$ cat src/rtl/gpio_pkg.sv
// Shared constants, FSM encoding and byte-select helpers for the GPIO input capture block.
package gpio_pkg;

    localparam int unsigned GPIO_WIDTH    = 32;
    localparam int unsigned COUNT_WIDTH   = 16;
    localparam int unsigned KEY_WIDTH     = 4;
    localparam int unsigned SW_WIDTH      = 10;
    localparam int unsigned LED_WIDTH     = 10;
    localparam int unsigned KEY_CLEAR_BIT = 1;

    typedef enum logic {
        StStable  = 1'b0,
        StPending = 1'b1
    } deb_state_e;

    typedef enum logic [1:0] {
        ByteSel0 = 2'b00,
        ByteSel1 = 2'b01,
        ByteSel2 = 2'b10,
        ByteSel3 = 2'b11
    } byte_sel_e;

    function automatic logic [7:0] select_byte(input logic [GPIO_WIDTH-1:0] word,
                                               input logic [1:0]            sel);
        logic [7:0] b;
        case (sel)
            ByteSel0: b = word[7:0];
            ByteSel1: b = word[15:8];
            ByteSel2: b = word[23:16];
            ByteSel3: b = word[31:24];
            default:  b = word[7:0];
        endcase
        return b;
    endfunction

endpackage

$ cat src/rtl/gpio_sync.sv
// Multi-stage flip-flop synchronizer with a configurable synchronous reset value.
module gpio_sync #(
    parameter int unsigned      WIDTH       = 1,
    parameter int unsigned      STAGES      = 2,
    parameter logic [WIDTH-1:0] RESET_VALUE = '0
) (
    input  logic             clk,
    input  logic             reset,
    input  logic [WIDTH-1:0] din,
    output logic [WIDTH-1:0] dout
);

    logic [WIDTH-1:0] stage_q [STAGES];

    always_ff @(posedge clk) begin
        if (reset) begin
            for (int i = 0; i < STAGES; i++) begin
                stage_q[i] <= RESET_VALUE;
            end
        end else begin
            stage_q[0] <= din;
            for (int i = 1; i < STAGES; i++) begin
                stage_q[i] <= stage_q[i-1];
            end
        end
    end

    assign dout = stage_q[STAGES-1];

endmodule

$ cat src/rtl/gpio_in_capture.sv
// Synchronizes and debounces a 32-bit GPIO word, tracks sticky per-bit change flags and a
// saturating update count, and drives a registered LED status view.
module gpio_in_capture
    import gpio_pkg::*;
#(
    parameter int unsigned SYNC_STAGES     = 2,
    parameter int unsigned DEBOUNCE_CYCLES = 16
) (
    input  logic                   CLOCK_50,
    input  logic                   Reset,
    input  logic [GPIO_WIDTH-1:0]  GPIO,
    input  logic [KEY_WIDTH-1:0]   KEY,
    input  logic [SW_WIDTH-1:0]    SW,
    output logic [GPIO_WIDTH-1:0]  gpio_value,
    output logic [GPIO_WIDTH-1:0]  change_flags,
    output logic [COUNT_WIDTH-1:0] change_count,
    output logic [LED_WIDTH-1:0]   LEDR
);

    localparam logic [COUNT_WIDTH-1:0] DEB_LAST = COUNT_WIDTH'(DEBOUNCE_CYCLES - 1);

    logic [GPIO_WIDTH-1:0]  gpio_s;
    logic [KEY_WIDTH-1:0]   key_s;

    deb_state_e             state_q, state_d;
    logic [COUNT_WIDTH-1:0] deb_cnt_q, deb_cnt_d;
    logic [GPIO_WIDTH-1:0]  prev_q;
    logic [GPIO_WIDTH-1:0]  value_q, value_d;
    logic [GPIO_WIDTH-1:0]  flags_q, flags_d;
    logic [COUNT_WIDTH-1:0] count_q, count_d;
    logic [LED_WIDTH-1:0]   ledr_q, ledr_d;

    logic                   qualified;
    logic                   accept;
    logic                   clear;
    logic [GPIO_WIDTH-1:0]  set_bits;
    logic                   unused_inputs;

    gpio_sync #(
        .WIDTH       (GPIO_WIDTH),
        .STAGES      (SYNC_STAGES),
        .RESET_VALUE ({GPIO_WIDTH{1'b0}})
    ) u_gpio_sync (
        .clk   (CLOCK_50),
        .reset (Reset),
        .din   (GPIO),
        .dout  (gpio_s)
    );

    // Keys are active-low, so the reset value models released buttons.
    gpio_sync #(
        .WIDTH       (KEY_WIDTH),
        .STAGES      (SYNC_STAGES),
        .RESET_VALUE ({KEY_WIDTH{1'b1}})
    ) u_key_sync (
        .clk   (CLOCK_50),
        .reset (Reset),
        .din   (KEY),
        .dout  (key_s)
    );

    assign unused_inputs = ^{SW[7:1], key_s[3:2], key_s[0]};
    assign clear         = ~key_s[KEY_CLEAR_BIT];

    // Stability counter; holds at its terminal value so a long-stable word never wraps.
    always_comb begin
        deb_cnt_d = deb_cnt_q;
        if (gpio_s != prev_q) begin
            deb_cnt_d = '0;
        end else if (deb_cnt_q != DEB_LAST) begin
            deb_cnt_d = deb_cnt_q + 1'b1;
        end
    end

    assign qualified = (deb_cnt_d == DEB_LAST);

    always_comb begin
        state_d = state_q;
        accept  = 1'b0;
        case (state_q)
            StStable: begin
                if (gpio_s != value_q) begin
                    if (qualified) begin
                        accept = 1'b1;
                    end else begin
                        state_d = StPending;
                    end
                end
            end
            StPending: begin
                if (gpio_s == value_q) begin
                    state_d = StStable;
                end else if (qualified) begin
                    accept  = 1'b1;
                    state_d = StStable;
                end
            end
            default: state_d = StStable;
        endcase
    end

    // An accepting edge wins over a simultaneous clear for the bits it changes.
    always_comb begin
        set_bits = accept ? (value_q ^ gpio_s) : '0;
        value_d  = accept ? gpio_s : value_q;
        flags_d  = clear ? set_bits : (flags_q | set_bits);
        count_d  = count_q;
        if (accept && (count_q != {COUNT_WIDTH{1'b1}})) begin
            count_d = count_q + 1'b1;
        end
    end

    always_comb begin
        ledr_d      = '0;
        ledr_d[7:0] = select_byte(SW[0] ? flags_q : value_q, SW[9:8]);
        ledr_d[8]   = (state_q == StPending);
        ledr_d[9]   = |flags_q;
    end

    always_ff @(posedge CLOCK_50) begin
        if (Reset) begin
            state_q   <= StStable;
            deb_cnt_q <= '0;
            prev_q    <= '0;
            value_q   <= '0;
            flags_q   <= '0;
            count_q   <= '0;
            ledr_q    <= '0;
        end else begin
            state_q   <= state_d;
            deb_cnt_q <= deb_cnt_d;
            prev_q    <= gpio_s;
            value_q   <= value_d;
            flags_q   <= flags_d;
            count_q   <= count_d;
            ledr_q    <= ledr_d;
        end
    end

    assign gpio_value   = value_q;
    assign change_flags = flags_q;
    assign change_count = count_q;
    assign LEDR         = ledr_q;

endmodule
$ cat config.mk
export PLATFORM = sky130hd
export DESIGN_NAME = gpio_in_capture
export DESIGN_NICKNAME = d
export VERILOG_FILES = /design/src/rtl/gpio_pkg.sv /design/src/rtl/gpio_sync.sv /design/src/rtl/gpio_in_capture.sv
export SDC_FILE = /design/constraint.sdc
export NUM_CORES = 1
export LEC_CHECK = 0
export CORE_MARGIN = 5
export CORE_UTILIZATION = 45
export CTS_CLUSTER_SIZE = 24
export DETAILED_ROUTE_END_ITERATION = 8
export PLACE_DENSITY = 0.7
export SLEW_MARGIN = 15
export SYNTH_ARGS = -nofsm -noshare
export SYNTH_HDL_FRONTEND = slang
export SYNTH_SLANG_ARGS = --single-unit
$ cat constraint.sdc
create_clock -name CLOCK_50 -period 4.3 [get_ports CLOCK_50]
set_input_delay 0.86 -clock CLOCK_50 [delete_from_list [all_inputs] [get_ports CLOCK_50]]
set_output_delay 0.86 -clock CLOCK_50 [all_outputs]
set_load 0.02 [all_outputs]
==> impl_metrics.json, run 1 <==
{
  "cts_root_buf": "clkbuf_16",
  "power_density_nw_per_um2": 395,
  "slew_headroom_pct": 40.1,
  "crit_path_cell_trace": "ha_1, nand3_1, nor4_1, xnor2_1, nand2_1, or3_4, nor3_4, and4_1, mux2_1",
  "die-area_um2": 20600,
  "required_ps": 4680,
  "skew_ps": 16.5,
  "setup_tns_ps": 0,
  "peakVddDrop_v": 0.000306,
  "grt_max_degree": 91,
  "htreeDepth": 1,
  "critical_path_class": "flip-flop to flip-flop",
  "dpl.hpwl_um": 13200,
  "synth_fp_nets": 829,
  "hold_class": "flip-flop to flip-flop",
  "insertion_delay_ps": 500,
  "gr-total-overflow": 0,
  "cts_tree": "yes",
  "maxCapViolations": 0,
  "tightest_slew_ps": 898,
  "rsz0062_at_grt": "no",
  "synth_seq_cells": 205,
  "drive_above_1_share_pct": 8.48,
  "drv_slew": 0,
  "yosysUniqueCellTypes": 49,
  "drt-initial-drc-count": 368,
  "portBuffers": 127,
  "status": "finished clean",
  "fin_hold_ws_ps": 416,
  "finalCritPeriodShare_pct": 74.7,
  "crit_arrival_ps": 3590,
  "area_growth_pct": 26.9,
  "detail-route-antenna-nets": 0,
  "cts_buffer_depth": 3,
  "yosys.area.top_type": "dfxtp_1",
  "synth_warnings": 0,
  "p_sw_uw": 831,
  "num-nets-final": 943,
  "routed_wl_um": 18500,
  "cts_buffers": 21,
  "core_area_um2": 17400,
  "remaining_drc_errors": 0,
  "grt_pass1_wl_um": 29400,
  "power_frac_comb_pct": 4.0,
  "gp_congestion": 0.854,
  "wl_per_cell_um": 16.3,
  "globalRouteTotalUtil_pct": 17.7,
  "n_antenna_cell": 0,
  "slowest_stage": "nor4_1",
  "finalSetupViolations": 0,
  "fmax_mhz": 311,
  "finalHoldViolations": 0,
  "clock_power_share_pct": 47.2,
  "detail_route.vias_per_cell": 5.10,
  "cts_setup_buffers": 0,
  "cp_slowest_stage_delay_ps": 420,
  "dr.pass1.iters": 4,
  "netlist_instances": 779,
  "synth_top_area_share_pct": 51.1,
  "num_rows": 48,
  "crit_fanout": 10,
  "via_count": 5782,
  "postCtsResizedCells": 0,
  "die_h_um": 144,
  "crit_path_end_kind": "flip-flop",
  "p_leak_uw": 0.00383,
  "internal_power_uw": 3190,
  "cts.sinks": 205,
  "postCtsHoldBufs": 0,
  "worst_setup_path_start_kind": "flip-flop",
  "antenna_found_initial": 0,
  "swShare_pct": 20.6,
  "cts.clk_slew.worst_paths_ps": 60,
  "io_pins": 138,
  "finalCriticalPeriod_ps": 3210,
  "synth_area_leaders": "dfxtp_1 51%, nor2b_1 7.9%, xnor2_1 7.7%, mux2i_1 5.1%, mux4_2 4.5%",
  "syn_area_per_cell_um2": 10.3,
  "die_x_um": 144,
  "grt_pass1_vias": 5476,
  "initial_core_util_pct": 46.1,
  "synth_area_um2": 8030,
  "synth-seq-area-share_pct": 51.1,
  "power_frac_seq_pct": 48.8
}
## final timing paths
path | startpoint | to | slack [ps] | cells past startpoint
hold reg to reg | u_key_sync.stage_q[0][1] | u_key_sync.stage_q[0][5] | 420 | 1
hold / removal | u_key_sync.stage_q[0][1] | u_key_sync.stage_q[0][5] | 420 | 1
setup / recovery | deb_cnt_q[0] | change_count[7] | 1090 | 9
setup reg to reg | deb_cnt_q[0] | change_count[7] | 1090 | 9
## cells by family (layout without fill, tap and decap cells)
| logic type | after synthesis | after routing | share of synthesized area [%] |
|---|---|---|---|
| simple gates | 317 | 317 | 22.0 |
| compound gates | 61 | 61 | 4.60 |
| mux | 61 | 61 | 10.2 |
| buf+inv | 50 | 179 | 2.76 |
| xor+xnor | 83 | 83 | 9.06 |
| flops | 205 | 205 | 51.1 |
| fa+ha+maj | 2 | 2 | 0.312 |
## layout make-up
cell class,instances,area (um^2)
inverter,9,33.8
fill,1504,7230
tap,225,282
timing repair buffer,132,1320
clock buffer,31,653
multi-input combinational,524,3710
clock inverter,7,88.8
sequential,205,4100
## flip-flops by register name, indices dropped and copies added (netlist names)
signal and count:
change_count 16, u_key_sync.stage_q 2, state_q 1, prev_q 32, gpio_value 32, change_flags 32, LEDR 10, u_gpio_sync.stage_q 64
deb_cnt_q 16
## per-stage QoR
step                      total power, uW  setup WS, ps  area (um^2)  utilization, %  cells
after floorplan                      2100          1490         8030               -    779
after CTS                            4060          1080        10200            58.5   1133
after global routing                 4170           803        10200            58.5   1133
final                                4030          1090        10200            58.5   1133
after detailed placement             2170          1110         9440            54.2   1095
after global placement               2170          1150         9440            54.2   1095
## worst max-delay path: cells and delay by family (launching register included)
family | cells | cell delay, ps
xor gates and xnor gates | 1 | 200
adders and majority gates | 1 | 280
DFF | 1 | 400
muxes | 1 | 310
and+or+nand+nor | 6 | 1890
## routing by layer
layer | vias up | GRT usage, % | part of all wire, %
li1 | 2890 | - | -
met1 | 2707 | 24.5 | 46
met2 | 163 | 28.4 | 45
met3 | 22 | 4.09 | 7.7
met4 | 0 | 4.11 | 1.6
met5 | - | 0 | 0
## layout by cell type, fill, tap and decap left out, types with 4 or more instances in the layout
cell             count
nor2b_1            100
or4_1                4
nand3_1             17
o21ai_0             27
buf_4                5
and3_1               6
nand4_1             24
nand2_1             37
mux2i_1             41
or3_1                4
xnor2_1             71
clkinv_2             4
clkbuf_8             9
mux4_2              16
nor4_1              21
or2_2                4
xor2_1              12
clkdlybuf4s50_1    126
nor3_1               5
a21oi_1             12
nor2_1              77
a22o_1               6
inv_1                9
dfxtp_1            205
clkbuf_16           21
## power groups by stage
| stage | clock, uW | sequential (uW) | combinational, uW |
|---|---|---|---|
| finish | 1900 | 1960 | 160 |
| global route | 2020 | 1970 | 176 |
| CTS | 1940 | 1970 | 162 |
| detailed placement | 0 | 2010 | 162 |
| global placement | 0 | 2010 | 161 |
| floorplan | 0 | 2000 | 105 |
## cells in the mapped netlist (all sizes together)
cell,number
clkbuf,27
nand4,25
and3,6
nand3b,2
nor3,7
nand3,17
xor2,12
a21oi,12
nor4,24
or4,4
mux4,16
a31o,2
ha,2
dfxtp,205
mux2i,41
o211a,1
or2,6
buf,14
a41oi,1
o31a,1
o21ai,29
nor2b,101
o41ai,1
o32ai,1
xnor2,71
a22o,6
o31ai,3
nand2b,2
or3,5
a31oi,3
mux2,4
nand2,38
a21o,1
inv,9
nor2,77
and4,3
Note: power is estimated with default switching activity, not from simulation.
==> run 2, diff against run 1 <==
clock period = 3.3 ns   (was 4.3 ns; I/O delays follow)
==> run 2 against run 1 <==
Non-clock buffer count rose by 8. Clock power rose by 35%. Sequential share of layout area fell by 0.44 points. Sequential power rose by 31%. First-iteration DRC count fell by 20%. Global-route usage rose by 0.13 points. Design area rose by 1.1%. Critical path type unchanged. Critical endpoint is now change_count[9].
==> impl_metrics.json, run 2 (same netlist as run 1, synthesis figures left out) <==
{
  "hold_depth": 1,
  "portBuffers": 127,
  "met2_length_um": 8190,
  "layout_commonest_cell": "dfxtp_1",
  "largest_register_ffs": 64,
  "initial_core_util_pct": 46.1,
  "maxCapViolations": 0,
  "dpl.hpwl_um": 13400,
  "power_density_nw_per_um2": 518,
  "remaining_drc_errors": 0,
  "status": "finished clean",
  "htreeDepth": 1,
  "detail-route-antenna-nets": 0,
  "critical_path_class": "flip-flop to flip-flop",
  "required_ps": 3690,
  "r2r-start": "deb_cnt_q[0]",
  "die_h_um": 144,
  "io_pins": 138,
  "finalCritPeriodShare_pct": 88.4,
  "peakVddDrop_v": 0.000379,
  "drive_above_1_share_pct": 9.37,
  "cts.clk_slew.worst_paths_ps": 60,
  "cts_tree": "yes",
  "fmax_mhz": 343,
  "finalSetupViolations": 0,
  "via_count": 5886,
  "reg2reg_depth": 10,
  "num-nets-final": 952,
  "p_leak_uw": 0.00389,
  "die_x_um": 144,
  "setup_tns_ps": 0,
  "antenna_found_initial": 0,
  "layout_common_cells": "205 x dfxtp_1, 126 x clkdlybuf4s50_1, 100 x nor2b_1",
  "grt_max_degree": 71,
  "detail_route.vias_per_cell": 5.15,
  "finalHoldViolations": 0,
  "drt-initial-drc-count": 294,
  "core_area_um2": 17400,
  "n_antenna_cell": 0,
  "finalCriticalPeriod_ps": 2920,
  "fillers": 1512,
  "largest_register": "u_gpio_sync.stage_q",
  "cts.sinks": 205,
  "fin_cells": 1143,
  "hp-start": "u_gpio_sync.stage_q[0][5]",
  "grt_pass1_vias": 5532,
  "gr-total-overflow": 0,
  "grt_pass1_wl_um": 29700,
  "fin_hold_ws_ps": 426,
  "num_rows": 48,
  "r2r-end": "change_count[9]",
  "crit_arrival_ps": 3300,
  "wl_per_cell_um": 16.1,
  "skew_ps": 9.96,
  "crit_fanout": 39,
  "crit_path_end_kind": "flip-flop",
  "cts_buffers": 22,
  "rrSetupSlack_ps": 380,
  "dr.pass1.iters": 5,
  "cts_setup_buffers": 0,
  "route.met3.wl_um": 1330,
  "die-area_um2": 20600,
  "tightest_slew_ps": 698,
  "rsz0062_at_grt": "no",
  "globalRouteTotalUtil_pct": 17.8,
  "wl_met1_um": 8480,
  "hold_class": "flip-flop to flip-flop",
  "placed_cells": 1103,
  "routed_wl_um": 18400,
  "area_growth_pct": 28.3,
  "insertion_delay_ps": 490,
  "worst_setup_path_start_kind": "flip-flop",
  "cts_root_buf": "clkbuf_16",
  "gp_congestion": 0.851,
  "cts_buffer_depth": 3,
  "highest_layer": "met4",
  "min_to": "u_gpio_sync.stage_q[0][37]",
  "drv_slew": 0,
  "slew_headroom_pct": 53.4
}
==> run 2: worst max-delay path: stages (launching register included) <==
cell	delay, ps
dfxtp_1	400
ha_1	270
nand3_1	290
nor3_1	370
a31oi_1	140
a21oi_1	180
and4_1	220
nand2_2	60
buf_12	200
nor4_1	310
mux2_2	360
==> run 2: how the worst max path moves through the flow <==
stage / endpoint / cells after the start / slack [ps] / startpoint
after detailed placement: change_count[11] / 9 / 360 / deb_cnt_q[0]
final: change_count[9] / 10 / 380 / deb_cnt_q[0]
after floorplan: change_count[7] / 9 / 490 / deb_cnt_q[0]
after global routing: change_count[8] / 10 / 30 / deb_cnt_q[0]
after CTS: change_count[11] / 9 / 340 / deb_cnt_q[0]
after global placement: change_count[15] / 10 / 370 / deb_cnt_q[0]
==> run 2: area by class of cell <==
type,instances,area [um^2],area share [%]
flip-flops and latches,205,4100,39.8
multi-input cells,524,3710,36.1
repair buffers,140,1390,13.5
clock buffers,30,642,6.23
well taps,225,282,2.73
clock inverters,10,133,1.29
inverters,9,33.8,0.328
==> run 2: layer usage <==
metal	up-vias	GRT usage, %
met3	31	3.56
met4	0	5.15
met5	-	0
met1	2775	25.3
met2	178	27.9
li1	2902	-
==> run 2: timing repair <==
item | 4_1_cts | 5_1_grt
hold buffers | 0 | 0
endpoints found under the setup margin | 0 | 1
gates resized for setup | 0 | 1
==> run 2: power by group <==
| part | switching [uW] | internal, uW | leakage (uW) | total, uW |
|---|---|---|---|---|
| Clock | 958 | 1600 | 0.000386 | 2560 |
| Combinational | 98.0 | 115 | 0.00183 | 213 |
| Sequential | 34.9 | 2520 | 0.00167 | 2560 |
==> run 2: per-stage QoR <==
step           area, um^2  total power [uW]  setup WS [ps]  util (%)
4_1_cts             10300              5390            339      59.1
3_3_place_gp         9510              2830            371      54.6
6_report            10300              5330            384      59.1
5_1_grt             10300              5520           29.2      59.1
2_1_floorplan        8030              2740            490         -
3_5_place_dp         9510              2830            361      54.6
